## src/rtl/age_sched_if.sv

```systemverilog
// Allocate / wakeup / issue bundle for the age-ordered scheduler.
// The master side is the producer and consumer. It drives the allocate,
// wakeup, flush and issue_ready signals. The slave side is the scheduler.
interface age_sched_if #(
  parameter int ENTRIES = 8,
  parameter int DATA_W  = 32,
  parameter int IDX_W   = $clog2(ENTRIES)
);
  logic               flush;
  logic               alloc_valid;
  logic               alloc_ready;
  logic [DATA_W-1:0]  alloc_data;
  logic               alloc_rdy;
  logic               wake_valid;
  logic [ENTRIES-1:0] wake_sel;
  logic               issue_valid;
  logic               issue_ready;
  logic [DATA_W-1:0]  issue_data;
  logic [IDX_W-1:0]   issue_idx;
  logic [IDX_W:0]     count;

  modport master (
    output flush, alloc_valid, alloc_data, alloc_rdy, wake_valid, wake_sel, issue_ready,
    input  alloc_ready, issue_valid, issue_data, issue_idx, count
  );

  modport slave (
    input  flush, alloc_valid, alloc_data, alloc_rdy, wake_valid, wake_sel, issue_ready,
    output alloc_ready, issue_valid, issue_data, issue_idx, count
  );
endinterface

```

## src/rtl/age_sched.sv

```systemverilog
// Age-ordered issue scheduler.
// Each slot holds a payload and a ready bit. An age matrix records relative
// order: age_q[r][c]=1 means slot c is older than slot r. Among the ready
// slots, the scheduler offers the one that has no older ready slot.
// All outputs come from registered state only.
module age_sched #(
  parameter int ENTRIES = 8,
  parameter int DATA_W  = 32,
  parameter int IDX_W   = $clog2(ENTRIES)
) (
  input  logic        clk,
  input  logic        rst,
  age_sched_if.slave  bus
);

  logic [ENTRIES-1:0] valid_q, rdy_q;
  logic [DATA_W-1:0]  data_q [ENTRIES];
  logic [ENTRIES-1:0] age_q  [ENTRIES];

  logic [ENTRIES-1:0] valid_d, rdy_d;
  logic [ENTRIES-1:0] age_d  [ENTRIES];

  logic [ENTRIES-1:0] cand, grant, free_oh;
  logic [ENTRIES-1:0] alloc_mask, issued_mask, wake_mask;
  logic [IDX_W-1:0]   sel_idx, free_idx;
  logic               alloc_ready, issue_valid, alloc_fire, issue_fire;
  logic [IDX_W:0]     cnt;

  // Oldest-ready reduction: a candidate wins when no older slot is also a candidate.
  always_comb begin
    cand  = valid_q & rdy_q;
    grant = '0;
    for (int unsigned e = 0; e < ENTRIES; e++) begin
      grant[e] = cand[e] & ~|(age_q[e] & cand);
    end
  end

  // Encode the one-hot grant into a slot index.
  always_comb begin
    sel_idx = '0;
    for (int unsigned e = 0; e < ENTRIES; e++) begin
      if (grant[e]) sel_idx = IDX_W'(e);
    end
  end

  // Find the lowest-index free slot, as both an index and a one-hot mask.
  always_comb begin
    free_idx = '0;
    free_oh  = '0;
    for (int unsigned e = ENTRIES; e > 0; e--) begin
      if (!valid_q[e-1]) begin
        free_idx = IDX_W'(e - 1);
        free_oh  = '0;
        free_oh[e-1] = 1'b1;
      end
    end
  end

  // Count the occupied slots.
  always_comb begin
    cnt = '0;
    for (int unsigned e = 0; e < ENTRIES; e++) begin
      cnt = cnt + (IDX_W+1)'(valid_q[e]);
    end
  end

  assign alloc_ready = ~&valid_q;
  assign issue_valid = |cand;
  assign alloc_fire  = bus.alloc_valid & alloc_ready;
  assign issue_fire  = issue_valid & bus.issue_ready;
  assign alloc_mask  = alloc_fire ? free_oh : '0;
  assign issued_mask = issue_fire ? grant : '0;
  assign wake_mask   = bus.wake_valid ? (bus.wake_sel & valid_q) : '0;

  assign bus.alloc_ready = alloc_ready;
  assign bus.issue_valid = issue_valid;
  assign bus.issue_idx   = sel_idx;
  assign bus.issue_data  = issue_valid ? data_q[sel_idx] : '0;
  assign bus.count       = cnt;

  // Next-state update for allocate, wakeup and issue in the same cycle.
  // The allocated slot was invalid at cycle start, so wakeup cannot hit it.
  // alloc_rdy alone sets its ready bit. The issue mask is applied last, so
  // a wakeup of the issued slot leaves that slot not ready.
  always_comb begin
    valid_d = (valid_q & ~issued_mask) | alloc_mask;
    rdy_d   = ((rdy_q | wake_mask) & ~issued_mask & ~alloc_mask)
            | (alloc_mask & {ENTRIES{bus.alloc_rdy}});
    for (int unsigned r = 0; r < ENTRIES; r++) begin
      age_d[r] = age_q[r] & ~issued_mask & ~alloc_mask;
      if (issued_mask[r]) age_d[r] = '0;
      if (alloc_mask[r])  age_d[r] = valid_q & ~issued_mask;
    end
  end

  // State registers; reset and flush take priority over every other event.
  always_ff @(posedge clk) begin
    if (rst || bus.flush) begin
      valid_q <= '0;
      rdy_q   <= '0;
      for (int unsigned r = 0; r < ENTRIES; r++) age_q[r] <= '0;
    end else begin
      valid_q <= valid_d;
      rdy_q   <= rdy_d;
      for (int unsigned r = 0; r < ENTRIES; r++) age_q[r] <= age_d[r];
    end
  end

  // Payload storage. Only valid slots are ever read, so no reset is needed.
  always_ff @(posedge clk) begin
    if (alloc_fire) data_q[free_idx] <= bus.alloc_data;
  end

endmodule
```

## src/flat_wrapper.sv

```systemverilog
// flat-port wrapper written by rule: the top's interface ports become plain ports
module age_sched_flat 
#(
  parameter int ENTRIES = 8,
  parameter int DATA_W  = 32,
  parameter int IDX_W   = $clog2(ENTRIES)
)
  (clk, rst, bus_flush, bus_alloc_valid, bus_alloc_data, bus_alloc_rdy, bus_wake_valid, bus_wake_sel, bus_issue_ready, bus_alloc_ready, bus_issue_valid, bus_issue_data, bus_issue_idx, bus_count);
  age_sched_if #(.ENTRIES(ENTRIES), .DATA_W(DATA_W), .IDX_W(IDX_W)) bus_i ();
  input  logic clk;
  input  logic rst;
  input wire logic [$bits(bus_i.flush)-1:0] bus_flush;
  input wire logic [$bits(bus_i.alloc_valid)-1:0] bus_alloc_valid;
  input wire logic [$bits(bus_i.alloc_data)-1:0] bus_alloc_data;
  input wire logic [$bits(bus_i.alloc_rdy)-1:0] bus_alloc_rdy;
  input wire logic [$bits(bus_i.wake_valid)-1:0] bus_wake_valid;
  input wire logic [$bits(bus_i.wake_sel)-1:0] bus_wake_sel;
  input wire logic [$bits(bus_i.issue_ready)-1:0] bus_issue_ready;
  output wire logic [$bits(bus_i.alloc_ready)-1:0] bus_alloc_ready;
  output wire logic [$bits(bus_i.issue_valid)-1:0] bus_issue_valid;
  output wire logic [$bits(bus_i.issue_data)-1:0] bus_issue_data;
  output wire logic [$bits(bus_i.issue_idx)-1:0] bus_issue_idx;
  output wire logic [$bits(bus_i.count)-1:0] bus_count;
  assign bus_i.flush = bus_flush;
  assign bus_i.alloc_valid = bus_alloc_valid;
  assign bus_i.alloc_data = bus_alloc_data;
  assign bus_i.alloc_rdy = bus_alloc_rdy;
  assign bus_i.wake_valid = bus_wake_valid;
  assign bus_i.wake_sel = bus_wake_sel;
  assign bus_i.issue_ready = bus_issue_ready;
  assign bus_alloc_ready = bus_i.alloc_ready;
  assign bus_issue_valid = bus_i.issue_valid;
  assign bus_issue_data = bus_i.issue_data;
  assign bus_issue_idx = bus_i.issue_idx;
  assign bus_count = bus_i.count;
  age_sched #(.ENTRIES(ENTRIES), .DATA_W(DATA_W), .IDX_W(IDX_W)) u_core (.clk(clk), .rst(rst), .bus(bus_i));
endmodule
```

## config.mk

```make
export PLATFORM = sky130hd
export DESIGN_NAME = age_sched_flat
export DESIGN_NICKNAME = d
export VERILOG_FILES = /design/src/rtl/age_sched_if.sv /design/src/rtl/age_sched.sv /design/src/flat_wrapper.sv
export SDC_FILE = /design/constraint.sdc
export NUM_CORES = 1
export LEC_CHECK = 0
export BUFFER_PORTS_ARGS = -buffer_cell sky130_fd_sc_hd__buf_4
export CAP_MARGIN = 20
export CORE_MARGIN = 2
export CORE_UTILIZATION = 55
export DETAILED_ROUTE_END_ITERATION = 10
export PLACE_DENSITY = 0.73
export SLEW_MARGIN = 25
export SYNTH_ARGS = -nofsm -noshare
export SYNTH_HDL_FRONTEND = slang
export SYNTH_SLANG_ARGS = --single-unit
```

## constraint.sdc

```tcl
create_clock -name clk -period 4.3 [get_ports clk]
set_input_delay 0.43 -clock clk [delete_from_list [all_inputs] [get_ports clk]]
set_output_delay 0.43 -clock clk [all_outputs]
set_load 0.02 [all_outputs]
```

==> summary.txt, run 1 <==
Pwr
  • Psw: 1.34 mW
  • Total power: 6.72 mW
  • Clk pwr share: 45.1%
  • Sequential power share: 52.5%
  • PwrDens: 390 nW/um^2
  • Combinational Power Share: 2.4%
  • Leakage: 5.92 nW
  • Max VDD drop: 0.288 mV
  • Switching part of the total power: 20.0%
  • Internal power: 5.37 mW

Floorplanning
  • Die W: 169 um
  • Initial Util: 56.0%
  • Die height: 169 um
  • # rows: 60
  • I/O pin cnt: 88
  • CORE AREA: 26900 sq um
  • Die ar.: 28700 sq um

Clock tree
  • TritonCTS clock tree: built
  • Clock transition at path regs: 60 ps
  • Clock Root Buffer: clkbuf_16
  • Skew-Pair Late Insertion Delay: 530 ps
  • CTS sink cnt: 336
  • Post-CTS setup buffers: 0
  • H-tree levels: 2
  • Total CTS buffers: 35
  • # hold bufs at CTS: 0
  • Clock buffer depth: 3

Global routing
  • Initial antenna violation count: 0
  • Global-route usage over all layers: 29.9%
  • First-pass GRT wire length: 65.9 mm
  • Vias in the first global route: 11600
  • Total gr overflow: 0
  • Largest net degree at the start of global routing: 97

Finish
  • Nets: 1462
  • Fraction of layout cells with a size suffix above 1: 14.7%
  • Register area: 9290 sq um
  • Area Overhead vs Synth: 14.5%
  • Diodes inserted: 0
  • Filler cells: 2063
  • Final core occ: 64.1%
  • Multi-input gate area: 5040 sq um

Setup path
  • CP max stage delay: 700 ps
  • Top cell by count, worst path: buf_4
  • Slowest CP cell: dfxtp_1
  • CP max FO: 32
  • Critical Path RT: 3870 ps
  • Critical path class: reg -> out
  • Worst Reg-to-Reg Cells: 9
  • CP delay by family, top: compound AO/OA/AOI/OAI gates
  • Worst path cell trace: nand3_1 > and4_1 > nand4_2 > buf_4 > a211o_4 > nand2_1 > buf_4 > o311ai_0 > o32a_1 > buf_4
  • Startpoint Class: register
  • Worst setup EP type: primary output
  • Critical Path AT: 3730 ps
  • Crit path buf inv count: 3
  • Levels on crit path: 10

Timing
  • Worst Skew: 18.4 ps
  • Worst-Margin Slew: 1040 ps
  • Pins Over Slew Limit: 0
  • Setup total negative slack: 0 ps
  • Fin. Hold Viols: 0
  • RSZ-0062 raised after global routing: no
  • Max_slew headroom: 30.7%
  • Crit path time final: 4160 ps
  • Final period util: 96.6%
  • Setup violators final: 0
  • Max Clock Freq: 241 MHz

Synthesis
  • Distinct cells, synth: 52
  • Avg Inst Size Synth: 11.0 sq um
  • Synth Area in Compound Gates: 18.8%
  • Synth Instances: 1365
  • XOR/XNOR Fraction of Synth Area: 0.0582%
  • Commonest cells post-synth: edfxtp_1, a21oi_1, nand3_1
  • Post-synth EDFFs: 256
  • Adder-cell share of the synthesized area: 0.865%
  • Largest family of logic cells by synthesized area: compound AO/OA/AOI/OAI gates
  • Most frequent cell after synthesis: edfxtp_1
  • Net Count, Synth: 1420
  • Largest area contributor in the netlist: edfxtp_1
  • FFs w/ async S/R, synth: 0%
  • Simple-Gate Fraction of Synth Area: 13.4%
  • Mux contribution to synthesized area: 0%
  • Netlist Area Pre-Place: 15000 sq um
  • #FFs+latches synth: 336
  • Seq/Total Area, Yosys: 61.7%
  • Top-area cell type share of the netlist area: 51.1%
  • YS warnings: 0
  • Leading post-synthesis cells by cell area: edfxtp_1, dfxtp_1, a21oi_1
  • Synth Flop Type: edfxtp_1

Drt
  • Overall routed net length: 43.4 mm
  • DRC Markers: 0
  • Routed vias/inst: 6.71
  • Via count: 11900
  • Drt pass-1 iters: 5
  • DR WL/cell: 24.5 um
  • Iter 0 DRT Violations: 1607
  • Final ANT Viol Nets: 0

Status
  • Status: finished clean

Placed design
  • RD Place Congestion: 0.973
  • DP Wirelength: 24.2 mm
  • I/O Buffers: 87

Hold path
  • HP Class: in -> reg
  • WHS Path Cells: 1

Flow run
  • Maxcap violations: 0
## power groups by stage
stage | registers, mW | logic, mW | clock network [mW]
floorplan | 3.59 | 0.0651 | 0
global placement | 3.60 | 0.153 | 0
detailed placement | 3.60 | 0.158 | 0
CTS | 3.53 | 0.159 | 3.05
global route | 3.53 | 0.173 | 3.16
finish | 3.53 | 0.161 | 3.03
## path summary, 6_finish.rpt
check                            from                   end  slack, ps
setup / recovery    u_core.valid_q[7]    bus_issue_data[26]        140
hold / removal     bus_alloc_data[18]  u_core.data_q[1][18]        130
setup reg to reg    u_core.valid_q[7]   u_core.age_q[0][40]       1050
hold reg to reg   u_core.age_q[0][63]   u_core.age_q[0][63]        450
## layout make-up
cell class              count  area share [%]
flip-flops and latches    336            53.9
multi-input cells         850            29.3
repair buffers            132            6.55
clock buffers              47            5.77
well taps                 341            2.48
inverters                  52            1.13
clock inverters            13           0.879
## layout by cell type, fill, tap and decap left out, types with 5 or more instances in the layout
cell	count
clkinv_2	5
o32a_1	32
and4_1	5
nand2_1	106
and3_1	43
nand4_1	15
nor2_1	80
o21ai_0	68
a31oi_1	6
o311ai_0	32
edfxtp_1	256
clkbuf_16	37
a22oi_1	6
a21oi_1	158
nor2_4	5
dfxtp_1	79
nor3_1	10
o211ai_1	34
o21a_1	34
nand2b_1	6
inv_1	46
a32oi_1	40
nand3_1	122
buf_4	121
buf_12	11
inv_2	6
clkbuf_1	7
## metal layers
metal | global-route usage [%] | vias to the layer above | wire length, um
li1 | - | 5258 | -
met5 | 0 | - | 0
met1 | 41.1 | 5752 | 17300
met4 | 13.0 | 0 | 1690
met3 | 4.31 | 136 | 4370
met2 | 48.0 | 735 | 20000
## logic make-up (layout without fill, tap and decap cells)
kind of cell | Yosys count | in the layout
DFF | 336 | 336
adders and majority gates | 8 | 8
and+or+nand+nor | 418 | 418
xor gates and xnor gates | 1 | 1
buffers and inverters | 179 | 244
AOI/OAI and AO/OA | 423 | 423
## sequential cells by signal, indices dropped and copies added, names as in the netlist
name            flops
u_core.age_q       64
u_core.data_q     256
u_core.rdy_q        8
u_core.valid_q      8
## per-stage QoR
step	setup WS (ps)	instances	hold slack (ps)	instance area [sq um]
2_1_floorplan	914	1365	405	15000
3_3_place_gp	734	1711	430	16100
3_5_place_dp	665	1711	438	16100
4_1_cts	116	1771	130	17200
5_1_grt	6.84	1771	136	17200
6_report	144	1771	134	17200
## what timing repair did
item | in CTS | in global routing
resized for setup | 0 | 1
hold endpoints to repair | 0 | 0
endpoints found under the setup margin | 0 | 2
No activity file was read; power rests on OpenSTA's default activity.
==> run 2: changes to the inputs <==
ABC_AREA = 1   (was not set)
==> summary.txt, run 2 <==
Status
  • Status: finished clean

Clock tree
  • Clock buffer depth: 3
  • H-tree levels: 2
  • # hold bufs at CTS: 0
  • CTS sink cnt: 336
  • Clock Root Buffer: clkbuf_16
  • Post-CTS Resized: 0
  • Skew-Pair Late Insertion Delay: 510 ps
  • Clock transition at path regs: 60 ps
  • Post-CTS setup buffers: 0
  • Total CTS buffers: 35
  • TritonCTS clock tree: built

Synthesis
  • Mux contribution to synthesized area: 0%
  • Leading post-synthesis cells by cell area: edfxtp_1, dfxtp_1, nand2_1
  • Post-synth EDFFs: 256
  • Net Count, Synth: 1726
  • FFs w/ async S/R, synth: 0%
  • YS warnings: 0
  • Top-area cell type share of the netlist area: 50.2%
  • #FFs+latches synth: 336
  • Largest area contributor in the netlist: edfxtp_1
  • Synth Area in Compound Gates: 4.38%
  • Avg Inst Size Synth: 9.16 sq um
  • Largest family of logic cells by synthesized area: simple AND/OR/NAND/NOR gates
  • XOR/XNOR Fraction of Synth Area: 0.0572%
  • Commonest cells post-synth: nand2_1, edfxtp_1, inv_1
  • Distinct cells, synth: 36
  • Seq/Total Area, Yosys: 60.7%
  • Synth Flop Type: edfxtp_1
  • Synth Instances: 1671
  • Simple-Gate Fraction of Synth Area: 25.0%
  • Adder-cell share of the synthesized area: 0.850%
  • Most frequent cell after synthesis: nand2_1
  • Netlist Area Pre-Place: 15300 sq um

Hold path
  • HP Class: in -> reg
  • Hold Crit Start: bus_alloc_data[25]

Finish
  • Multi-input gate area: 4710 sq um
  • Largest regs: u_core.data_q: 256 flops, u_core.age_q: 64 flops
  • Final Instance Area: 17400 sq um
  • Diodes inserted: 0
  • Commonest non-fill, non-tap cells in the layout: nand2_1, edfxtp_1, inv_1
  • Most common cell after layout, fill and taps aside: nand2_1
  • Nets: 1793
  • Largest register FFs: 256
  • Filler cells: 2271
  • Fraction of layout cells with a size suffix above 1: 11.0%
  • Biggest register: u_core.data_q
  • Register area: 9290 sq um
  • Area Overhead vs Synth: 13.5%

Setup path
  • Worst Setup EP: bus_issue_data[17]
  • Worst setup EP type: primary output
  • Critical path class: reg -> out
  • Worst Reg-to-Reg Cells: 9
  • CP startpoint: u_core.valid_q[3]
  • Startpoint Class: register
  • R2R setup slack: 940 ps
  • Critical Path AT: 3550 ps
  • Reg-to-reg startpoint: u_core.valid_q[3]
  • Reg2Reg Capture Point: u_core.rdy_q[7]
  • CP max FO: 49
  • Critical Path RT: 3870 ps

Drt
  • Overall routed net length: 38.2 mm
  • Drt pass-1 iters: 6
  • Iter 0 DRT Violations: 1063
  • Routed vias/inst: 5.49
  • DR WL/cell: 17.8 um
  • Via count: 11800
  • Final ANT Viol Nets: 0
  • DRC Markers: 0

Global routing
  • Vias in the first global route: 11500
  • Initial antenna violation count: 0
  • First-pass GRT wire length: 60.2 mm
  • Largest net degree at the start of global routing: 119
  • Total gr overflow: 0
  • Global-route usage over all layers: 26.6%

Timing
  • Fin. Hold Viols: 0
  • Max_slew headroom: 37.6%
  • RSZ-0062 raised after global routing: no
  • Worst Skew: 10.2 ps
  • Final period util: 92.7%
  • Worst-Margin Slew: 933 ps
  • Setup violators final: 0
  • Setup total negative slack: 0 ps
  • Max Clock Freq: 251 MHz
  • Crit path time final: 3980 ps
  • Pins Over Slew Limit: 0

Placed design
  • RD Place Congestion: 0.957
  • DP Area: 16300 sq um
  • DP Wirelength: 22.1 mm
  • I/O Buffers: 87

Floorplanning
  • Initial Util: 55.5%
  • Die height: 171 um
  • CORE AREA: 27600 sq um
  • # rows: 61
  • I/O pin cnt: 88
  • Die ar.: 29200 sq um
  • Die W: 171 um

Pwr
  • PwrDens: 377 nW/um^2
  • Leakage: 7.06 nW
  • Total power: 6.54 mW
  • Max VDD drop: 0.300 mV

Flow run
  • Maxcap violations: 0
## run 2: changes by cell type after synthesis, sizes merged, moves of 32 or more
cell,delta
and3,-43
o211ai,-33
nand3,+114
o32a,-32
o21ai,-32
o311ai,-32
inv,+196
a21oi,-91
nand2,+254
a32oi,-40
o21a,-34
nand3b,+32
nor2,+115
## run 2: metrics by stage
| step | setup slack [ps] | instances | hold slack, ps | utilization [%] |
|---|---|---|---|---|
| after floorplan | 255 | 1671 | 419 | - |
| final | 316 | 2141 | 157 | 63.0 |
| after global placement | 905 | 2079 | 447 | 59.1 |
| after global routing | 89.5 | 2141 | 151 | 63.0 |
| after detailed placement | 877 | 2079 | 454 | 59.1 |
| after CTS | 325 | 2141 | 144 | 63.0 |
## run 2: power breakdown
part / leakage [nW] / internal, mW / switching, mW
combinational: 3.56 / 0.0634 / 0.115
sequential: 2.97 / 3.52 / 0.00856
clock: 0.524 / 1.65 / 1.18
total: 7.06 / 5.24 / 1.31
## run 2: cell type report
cell class	instances	area share, %
Inverter	251	5.43
Clock buffer	53	5.72
Clock inverter	9	0.411
Multi-Input combinational cell	1001	27.1
Sequential cell	336	53.5
Timing Repair Buffer	113	5.10
Tap cell	378	2.72
## run 2: critical path: stages (launching register included)
cell and delay [ps]:
dfxtp_1 540, nand3_1 200, nand2_1 90, nor2_1 240, nand4_4 340, nand2_2 270, inv_2 60, nand2_2 350
buf_12 320, nand3_1 120, nand3_1 80, nand2_1 60, nor2_1 170, buf_4 170
## run 2: routing by layer
layer / routed length [um] / share of wire [%] / global-route usage (%)
met1: 16000 / 42 / 34.5
met2: 18500 / 48 / 45.6
met3: 2610 / 6.8 / 3.56
met4: 1140 / 3.0 / 10.0
met5: 0 / 0 / 0
## run 2: cell families after synthesis
family	count (synthesis)
AO/OA/AOI/OAI	121
XOR/XNOR	1
adder cells (fa/ha/maj)	8
buffers and inverters	334
flip-flops	336
AND/OR/NAND/NOR	871
## run 2: worst min path at each step
stage / end / slack [ps] / cells after the start
final: u_core.data_q[7][25] / 160 / 1
after CTS: u_core.data_q[6][11] / 140 / 1
after detailed placement: u_core.age_q[0][0] / 450 / 2
after floorplan: u_core.age_q[0][0] / 420 / 2
after global routing: u_core.data_q[2][1] / 150 / 1
after global placement: u_core.age_q[0][0] / 450 / 2
